[src/rtl/character_motion_if.sv]
// character_motion_if: frame strobe, key input, raster query and sprite status
interface character_motion_if;
  logic       frame_clk;
  logic [7:0] keycode;
  logic [9:0] DrawX, DrawY;
  logic       is_char;
  logic [9:0] pos_x, pos_y;
  logic       facing_left, airborne, full;
  modport master (output frame_clk, keycode, DrawX, DrawY,
                  input is_char, pos_x, pos_y, facing_left, airborne, full);
  modport slave (input frame_clk, keycode, DrawX, DrawY,
                 output is_char, pos_x, pos_y, facing_left, airborne, full);
endinterface

[src/rtl/character_motion.sv]
// character_motion: frame-stepped sprite with walking, jump physics and inhale/full mode
module character_motion #(
  parameter int X_MIN = 203,
  parameter int X_MAX = 436,
  parameter int Y_MIN = 152,
  parameter int Y_MAX = 327,
  parameter int SIZE = 4,
  parameter int FULL_SIZE = 8,
  parameter int STEP = 1,
  parameter int JUMP_V = 6,
  parameter int MAX_FALL = 6,
  parameter int INHALE_FRAMES = 30
) (
  input logic Clk,
  input logic Reset,
  character_motion_if.slave bus
);
  typedef enum logic [1:0] {GROUND, AIR, INHALE} state_t;
  localparam int CW = $clog2(INHALE_FRAMES + 1);
  localparam logic signed [11:0] XL = 12'(X_MIN), XH = 12'(X_MAX), YL = 12'(Y_MIN), YH = 12'(Y_MAX);
  localparam logic signed [11:0] SZ = 12'(SIZE), FS = 12'(FULL_SIZE), ST = 12'(STEP), MF = 12'(MAX_FALL);
  localparam logic [7:0] K_LEFT = 8'h04, K_RIGHT = 8'h07, K_JUMP = 8'h1A, K_INHALE = 8'h2C, K_RELEASE = 8'h16;
  state_t state, state_n;
  logic frame_d, tick, full, full_n, facing_left, facing_left_n;
  logic [9:0] pos_x, pos_y, pos_x_n, pos_y_n, dx, dy;
  logic signed [9:0] vel, vel_n;
  logic [CW-1:0] cnt, cnt_n;
  logic signed [11:0] s, px, py, ny, mv;
  logic [7:0] key;

  function automatic logic signed [11:0] clamp(input logic signed [11:0] v,
                                               input logic signed [11:0] lo,
                                               input logic signed [11:0] hi);
    return v < lo ? lo : v > hi ? hi : v;
  endfunction

  assign key = bus.keycode;

  // Signed 12-bit working values keep clamps and velocity sums free of wraparound
  always_comb begin
    s = full ? FS : SZ;
    px = 12'(pos_x);
    py = 12'(pos_y);
    ny = py + 12'(vel);
    mv = state == INHALE ? 12'sd0 : key == K_LEFT ? -ST : key == K_RIGHT ? ST : 12'sd0;
    pos_x_n = 10'(clamp(px + mv, XL + s, XH - s));
    pos_y_n = pos_y;
    facing_left_n = state == INHALE || (key != K_LEFT && key != K_RIGHT) ? facing_left : key == K_LEFT;
    full_n = key == K_RELEASE && state != INHALE ? 1'b0 : full;
    state_n = state;
    vel_n = vel;
    cnt_n = cnt;
    case (state)
      GROUND:
        if (key == K_JUMP) begin
          vel_n = -10'(JUMP_V);
          state_n = AIR;
        end else if (key == K_INHALE && !full) begin
          cnt_n = CW'(1);
          state_n = INHALE;
        end
      AIR:
        if (ny + s >= YH) begin
          pos_y_n = 10'(YH - s);
          vel_n = '0;
          state_n = GROUND;
        end else if (ny < YL + s) begin
          pos_y_n = 10'(YL + s);
          vel_n = '0;
        end else begin
          pos_y_n = 10'(ny);
          vel_n = 12'(vel) >= MF ? 10'(MF) : vel + 10'sd1;
        end
      INHALE: begin
        cnt_n = '0;
        state_n = GROUND;
        if (key == K_INHALE && int'(cnt) + 1 >= INHALE_FRAMES) begin
          full_n = 1'b1;
          pos_x_n = 10'(clamp(px, XL + FS, XH - FS));
          pos_y_n = 10'(clamp(py, YL + FS, YH - FS));
        end else if (key == K_INHALE) begin
          cnt_n = cnt + 1'b1;
          state_n = INHALE;
        end
      end
      default: state_n = GROUND;
    endcase
  end

  always_ff @(posedge Clk) begin
    frame_d <= bus.frame_clk;
    if (Reset) begin
      tick <= 1'b0;
      state <= GROUND;
      pos_x <= 10'((X_MIN + X_MAX) / 2);
      pos_y <= 10'(Y_MAX - SIZE);
      vel <= '0;
      cnt <= '0;
      full <= 1'b0;
      facing_left <= 1'b0;
    end else begin
      tick <= bus.frame_clk & ~frame_d;
      if (tick) begin
        state <= state_n;
        pos_x <= pos_x_n;
        pos_y <= pos_y_n;
        vel <= vel_n;
        cnt <= cnt_n;
        full <= full_n;
        facing_left <= facing_left_n;
      end
    end
  end

  assign dx = bus.DrawX >= pos_x ? bus.DrawX - pos_x : pos_x - bus.DrawX;
  assign dy = bus.DrawY >= pos_y ? bus.DrawY - pos_y : pos_y - bus.DrawY;
  assign bus.is_char = dx <= 10'(s) && dy <= 10'(s);
  assign bus.pos_x = pos_x;
  assign bus.pos_y = pos_y;
  assign bus.facing_left = facing_left;
  assign bus.airborne = state == AIR;
  assign bus.full = full;
endmodule

[src/flat_wrapper.sv]
// flat-port wrapper written by rule: the top's interface ports become plain ports
module character_motion_flat 
#(
  parameter int X_MIN = 203,
  parameter int X_MAX = 436,
  parameter int Y_MIN = 152,
  parameter int Y_MAX = 327,
  parameter int SIZE = 4,
  parameter int FULL_SIZE = 8,
  parameter int STEP = 1,
  parameter int JUMP_V = 6,
  parameter int MAX_FALL = 6,
  parameter int INHALE_FRAMES = 30
)
  (Clk, Reset, bus_frame_clk, bus_keycode, bus_DrawX, bus_DrawY, bus_is_char, bus_pos_x, bus_pos_y, bus_facing_left, bus_airborne, bus_full);
  character_motion_if bus_i ();
  input logic Clk;
  input logic Reset;
  input wire logic [$bits(bus_i.frame_clk)-1:0] bus_frame_clk;
  input wire logic [$bits(bus_i.keycode)-1:0] bus_keycode;
  input wire logic [$bits(bus_i.DrawX)-1:0] bus_DrawX;
  input wire logic [$bits(bus_i.DrawY)-1:0] bus_DrawY;
  output wire logic [$bits(bus_i.is_char)-1:0] bus_is_char;
  output wire logic [$bits(bus_i.pos_x)-1:0] bus_pos_x;
  output wire logic [$bits(bus_i.pos_y)-1:0] bus_pos_y;
  output wire logic [$bits(bus_i.facing_left)-1:0] bus_facing_left;
  output wire logic [$bits(bus_i.airborne)-1:0] bus_airborne;
  output wire logic [$bits(bus_i.full)-1:0] bus_full;
  assign bus_i.frame_clk = bus_frame_clk;
  assign bus_i.keycode = bus_keycode;
  assign bus_i.DrawX = bus_DrawX;
  assign bus_i.DrawY = bus_DrawY;
  assign bus_is_char = bus_i.is_char;
  assign bus_pos_x = bus_i.pos_x;
  assign bus_pos_y = bus_i.pos_y;
  assign bus_facing_left = bus_i.facing_left;
  assign bus_airborne = bus_i.airborne;
  assign bus_full = bus_i.full;
  character_motion #(.X_MIN(X_MIN), .X_MAX(X_MAX), .Y_MIN(Y_MIN), .Y_MAX(Y_MAX), .SIZE(SIZE), .FULL_SIZE(FULL_SIZE), .STEP(STEP), .JUMP_V(JUMP_V), .MAX_FALL(MAX_FALL), .INHALE_FRAMES(INHALE_FRAMES)) u_core (.Clk(Clk), .Reset(Reset), .bus(bus_i));
endmodule
[config.mk]
export PLATFORM = sky130hd
export DESIGN_NAME = character_motion_flat
export DESIGN_NICKNAME = d
export VERILOG_FILES = /design/src/rtl/character_motion_if.sv /design/src/rtl/character_motion.sv /design/src/flat_wrapper.sv
export SDC_FILE = /design/constraint.sdc
export NUM_CORES = 1
export LEC_CHECK = 0
export CORE_MARGIN = 2
export CORE_UTILIZATION = 43
export CTS_CLUSTER_SIZE = 30
export DETAILED_ROUTE_END_ITERATION = 10
export DONT_BUFFER_PORTS = 1
export GPL_TIMING_DRIVEN = 0
export PLACE_DENSITY_LB_ADDON = 0.12
export SYNTH_ARGS = -nofsm -noshare
export SYNTH_HDL_FRONTEND = slang
export SYNTH_SLANG_ARGS = --single-unit
[constraint.sdc]
create_clock -name Clk -period 6.2 [get_ports Clk]
set_input_delay 1.24 -clock Clk [delete_from_list [all_inputs] [get_ports Clk]]
set_output_delay 1.24 -clock Clk [all_outputs]
set_load 0.1 [all_outputs]
Yosys cells after proc, flatten, opt, wreduce, memory -nomap -nowiden
Index checks and enable logic that the tools add are counted.
{ "totals": {"ff_bits": 41, "out_inout_bits": 24} }
{ "classes": {"n_addsub": 14, "magnitude_cmp": 14, "eq_ne": 18, "n_mux": 37, "n_bitwise": 3, "n_reduce_logical": 17} }
{ "ops": {"columns": ["cell", "count"], "rows": [
  ["10-bit two-way mux", 17],
  ["10-bit one-hot mux with 2 select lines", 2],
  ["10-bit subtractor", 4],
  ["32-bit by 6-bit >= comparator with 1-bit output, second input constant", 1],
  ["12-bit less-than comparator", 2],
  ["12-bit two-way mux", 2],
  ["10-bit >= comparator", 2],
  ["10-bit by 9-bit greater-than comparator with 1-bit output, second input constant", 2],
  ["10-bit less-or-equal comparator", 2],
  ["10-bit by 8-bit less-than comparator with 1-bit output, second input constant", 2],
  ["5-bit two-way mux", 4],
  ["8-bit by 3-bit equality test with 1-bit output, second input constant", 2],
  ["8-bit by 5-bit equality test with 1-bit output, second input constant", 2],
  ["8-bit by 3-bit inequality test with 1-bit output, second input constant", 2],
  ["11-bit by 10-bit adder with 12-bit output", 1],
  ["11-bit by 12-bit adder with 12-bit output", 1],
  ["12-bit adder", 1],
  ["9-bit by 12-bit adder with 12-bit output, first input constant", 1],
  ["12-bit by 10-bit >= comparator with 1-bit output, second input constant", 1],
  ["12-bit greater-than comparator", 1],
  ["10-bit by 2-bit adder with 10-bit output, second input constant", 1],
  ["10-bit by 4-bit >= comparator with 1-bit output, second input constant", 1],
  ["2-bit two-way mux", 5],
  ["5-bit one-hot mux with 2 select lines", 1],
  ["other kinds (26)", 43]
]} }

Longest topological paths before layout
{ "depth": {"depth_word": 10, "mapped_depth": 21} }

Worst setup path after synthesis
No wires, ideal clock.
{ "synth_timing": {"kind": "register to output", "start": "register u_core.pos_x[4], in the netlist u_core.bus.pos_x[4]", "end": "output bus_is_char", "arrival_ps": 6392, "setup_slack_ps": -1432, "path_stages_with_launch": 19, "path_buffers": 2, "cell_sequence": "dfxtp_1 -> clkbuf_1 -> inv_1 -> ha_1 -> a21o_1 -> a21oi_1 -> o22ai_1 -> a211oi_1 -> clkbuf_1 -> mux2i_1 -> a221oi_1 -> xor2_1 -> ha_1 -> inv_1 -> a21oi_1 -> a41oi_1 -> a2111oi_0 -> nand4_1 -> nor3_1"} }
{ "synth_via": {"elab_chain_cells": 4} }
{ "synth_lines": {"columns": ["element", "line", "source"], "rows": [
  ["start: declaration", "character_motion.sv:25", "logic [9:0] pos_x, pos_y, pos_x_n, pos_y_n, dx, dy;"],
  ["start signal: assignment", "character_motion.sv:95", "pos_x <= 10'((X_MIN + X_MAX) / 2);"],
  ["start signal: assignment", "character_motion.sv:105", "pos_x <= pos_x_n;"],
  ["10-bit subtractor or 10-bit >= comparator (tied branches)", "character_motion.sv:115", "assign dx = bus.DrawX >= pos_x ? bus.DrawX - pos_x : pos_x - bus.DrawX;"],
  ["10-bit two-way mux (*)", "character_motion.sv:115", null],
  ["10-bit less-or-equal comparator (*)", "character_motion.sv:117", "assign bus.is_char = dx <= 10'(s) && dy <= 10'(s);"],
  ["1-bit logical AND (*)", "character_motion.sv:117", null],
  ["end: declaration", "flat_wrapper.sv:23", "output wire logic [$bits(bus_i.is_char)-1:0] bus_is_char;"]
]} }
Every way passes the cells marked *; elsewhere a longest branch is shown, timed or not.

Worst setup path in the final report
{ "layout_timing": {"start": "input bus_DrawX[0]", "end": "output bus_is_char"} }
{ "layout_via": {"elab_chain_cells": 4} }
{ "layout_lines": {"columns": ["element", "line", "source"], "rows": [
  ["start: declaration", "flat_wrapper.sv:21", "input wire logic [$bits(bus_i.DrawX)-1:0] bus_DrawX;"],
  ["10-bit subtractor or 10-bit >= comparator (tied branches)", "character_motion.sv:115", null],
  ["10-bit two-way mux (*)", "character_motion.sv:115", null],
  ["10-bit less-or-equal comparator (*)", "character_motion.sv:117", null],
  ["1-bit logical AND (*)", "character_motion.sv:117", null]
]} }
Marked as above.

==> results.txt <==
Worst Path Required -> 4.96 ns
Via density -> 6.31
placed cell count -> 907
final cycle utilization of the critical path -> 99.1%
CTS buffer count -> 5
sequential element share of the synthesized area -> 14.7%
synthesized cell area -> 5600 um^2
commonest cells in the synthesized netlist -> 70 x ha_1, 65 x inv_1, 64 x a21oi_1, 46 x nor2_1, 41 x dfxtp_1
hold crit path type -> reg -> reg
initial antenna violation count -> 0
Post-synth EDFFs -> 0
Startpoint Class -> input pin
worst-path fanout max -> 5
Post-Place Setup Slack -> -0.719 ns
Util after Layout -> 49.4%
final slew viol count -> 0
Die Height -> 118 um
largest stage delay on the critical path -> 0.85 ns
worst-skew pair later-pin latency -> 0.29 ns
Highest Clock Rate -> 163 MHz
final hold vios -> 0
Post-route DRC -> 0
crit-path cells -> ha_4 > nand2b_1 > a21o_1 > a21o_1 > a211oi_2 > clkbuf_8 > mux2i_1 > a221oi_2 > xor2_1 > ha_2 > inv_1 > a21oi_2 > a41oi_2 > a2111oi_2 > nand4_1 > nor3_4
WS Path Type -> in -> out
Most used DFF post-synth -> dfxtp_1
worst path bufs/invs -> 2
Post-Synthesis Cells -> 734
data arrival time of the worst path -> 4.91 ns
Seq cells post-synth -> 41
PwrDens -> 120 nW/um^2
# diodes -> 0
1st-iter DRT viols -> 453
Worst Clk Skew -> 0.00832 ns
Routed Antenna Nets -> 0
Routed WL -> 17.1 mm
vias in the first global route -> 5308
Sw Ratio -> 33.3%
maximum vdd drop -> 0.139 mV
Die W -> 118 um
Synth Area per Inst -> 7.63 um^2
Pre-antenna DRT Iters -> 5
post-synth top area cell -> ha_1
GR Overflow Total -> 0
sequential power share -> 38.8%
Starting Density -> 44.2%
Clock Power Share -> 34.5%
Syn Nets -> 837
Leakage -> 2.50 nW
clock root buffer master -> clkbuf_16
share of cells above drive strength 1 -> 12.6%
fin cells -> 921
Bufs on Longest Clock Path -> 2
maxcap violations -> 0
die area -> 14000 um^2
largest net degree at the start of global routing -> 14
Synth Warn # -> 0
CP most frequent cell -> a21o_1
Site Rows -> 41
Worst slew margin -> 8.86%
routability cong. -> 0.914
status -> completed
Buffers on Ports -> 0
RSZ-0062 raised after global routing -> yes
measured slew at the worst slew-check pin -> 1.37 ns
CP top delay family -> compound AO/OA/AOI/OAI gates
cells taking the most area after synthesis -> ha_1 16%, dfxtp_1 15%, a21oi_1 5.7%, inv_1 4.4%, nor2_1 3.1%
FILL cells -> 1286
first-pass GRT wire length -> 27.3 mm
vias after detailed routing -> 5809
Setup crit end kind -> primary output
endpoints failing setup -> 0
share of the synthesized area in the top cell type -> 15.6%
Post-synth ARST share -> 0%
DR WL/cell -> 18.6 um
final setup margin -> 0.0537 ns
Total GRT Usage -> 23.6%
minimum clock period -> 6.15 ns
count leader, synth -> ha_1
cell-internal power -> 0.502 mW
CTS tree -> yes
Clock Sinks -> 41
# IOs -> 55
Comb pwr share -> 26.7%
area delta synth->final -> 11.8%
Worst-path clk slew -> 0.07 ns
CTS HTree Levels -> 2
core area -> 12700 um^2
dpl hpwl -> 13.4 mm
Switch Pwr -> 0.250 mW
Final nets -> 851
Hold Buf Count CTS -> 0
CP max-delay cell -> nor3_4
Synth cell types -> 90
metal layers:
layer  wire length, um  vias up  track usage, %
met2              8070      169            39.8
met3               944       15            3.00
met5                 0        -               0
met4               196        0            5.50
met1              7930     2834            31.8
li1                  -     2791               -
power groups by stage:
| stage | clock network (mW) | registers (mW) | logic, mW |
|---|---|---|---|
| 5_1_grt | 0.275 | 0.292 | 0.222 |
| 6_report | 0.260 | 0.292 | 0.201 |
| 2_1_floorplan | 0 | 0.299 | 0.139 |
| 3_5_place_dp | 0 | 0.302 | 0.175 |
| 3_3_place_gp | 0 | 0.302 | 0.173 |
| 4_1_cts | 0.263 | 0.293 | 0.187 |
per-stage QoR:
step	power (mW)	hold WS, ns	area, um^2	setup TNS [ns]
after floorplan	0.438	0.373	5650	0
after global placement	0.476	0.377	5860	-0.758
after detailed placement	0.477	0.380	5870	-0.719
after CTS	0.743	0.389	6160	-0.00264
after global routing	0.789	0.397	6260	-0.145
final	0.752	0.387	6260	0
kinds of logic after synthesis:
group                      after synthesis  share of synthesized area (%)
AOI/OAI and AO/OA                      247                           31.7
xor gates and xnor gates                26                           4.40
adders and majority gates               72                           16.4
buffers and inverters                   91                           6.28
DFF                                     41                           14.7
muxes                                   13                           2.32
and+or+nand+nor                        244                           24.3
worst paths after layout:
check / from / end / slack [ns] / depth (start not counted)
setup reg to reg: u_core.state[1]$_SDFFE_PP0P_ / u_core.bus.pos_x[2]$_SDFFE_PP1P_ / 1.20 / 18
setup / recovery: bus_DrawX[0] / bus_is_char / 0.05 / 16
hold reg to reg: u_core.frame_d$_DFF_P_ / u_core.tick$_SDFF_PP0_ / 0.39 / 1
hold / removal: u_core.frame_d$_DFF_P_ / u_core.tick$_SDFF_PP0_ / 0.39 / 1
cell usage in the layout (no fill, tap or decap), types with 5 or more instances in the layout:
cell        n
a211oi_1   10
a21o_1     15
a21oi_1    62
a221o_1     5
a311oi_1    6
a31oi_1    10
and2_1      8
and3_1      8
buf_4       7
clkbuf_1   17
clkbuf_16   5
dfxtp_1    21
dfxtp_2     5
dfxtp_4    15
ha_1       59
ha_2        6
ha_4        5
inv_1      65
mux2i_1    13
nand2_1    37
nand2b_1   10
nand3_1    20
nand4_1    10
nor2_1     45
nor2b_1    15
nor3_1     21
nor3b_1     5
nor4_1      8
o211ai_1    9
o21a_1     13
o21ai_0    27
o21ai_1     9
o221ai_1    6
o22ai_1     7
or2_1       6
or3_1      15
xnor2_1    14
xor2_1     11
worst register-to-register path, stage by stage (launching register included):
cell       delay (ns)
dfxtp_1          0.30
clkbuf_1         0.19
nand2b_1         0.23
clkbuf_1         0.47
nand2_1          0.10
nor4_1           0.47
ha_1             0.41
ha_1             0.35
and3_1           0.24
a22o_1           0.18
xnor2_1          0.21
ha_1             0.33
nand3b_1         0.17
nor3_1           0.14
o31ai_1          0.12
a21oi_2          0.38
o21ai_1          0.12
a2bb2oi_1        0.15
a221o_1          0.31
what timing repair did:
item | 4_1_cts | 5_1_grt
resized for setup | 41 | 24
pin swaps | 9 | 8
setup buffers | 7 | 0
endpoints found under the setup margin | 1 | 1
area by class of cell:
type / count / area (um^2) / area share [%]
clock buffer: 6 / 129 / 2.06
multi-input combinational: 602 / 4580 / 73.2
sequential: 41 / 883 / 14.1
tap: 172 / 215 / 3.44
inverter: 66 / 248 / 3.96
buffer: 24 / 126 / 2.02
timing repair buffer: 8 / 63.8 / 1.02
clock inverter: 2 / 15.0 / 0.240
state kept, by name, indices dropped and copies added (netlist names):
register and count:
u_core.bus.pos_x 10, u_core.bus.pos_y 10, u_core.vel 10, u_core.cnt 5, u_core.state 2, u_core.bus.facing_left 1, u_core.bus.full 1, u_core.frame_d 1
u_core.tick 1
(Power assumes the default switching activity.)
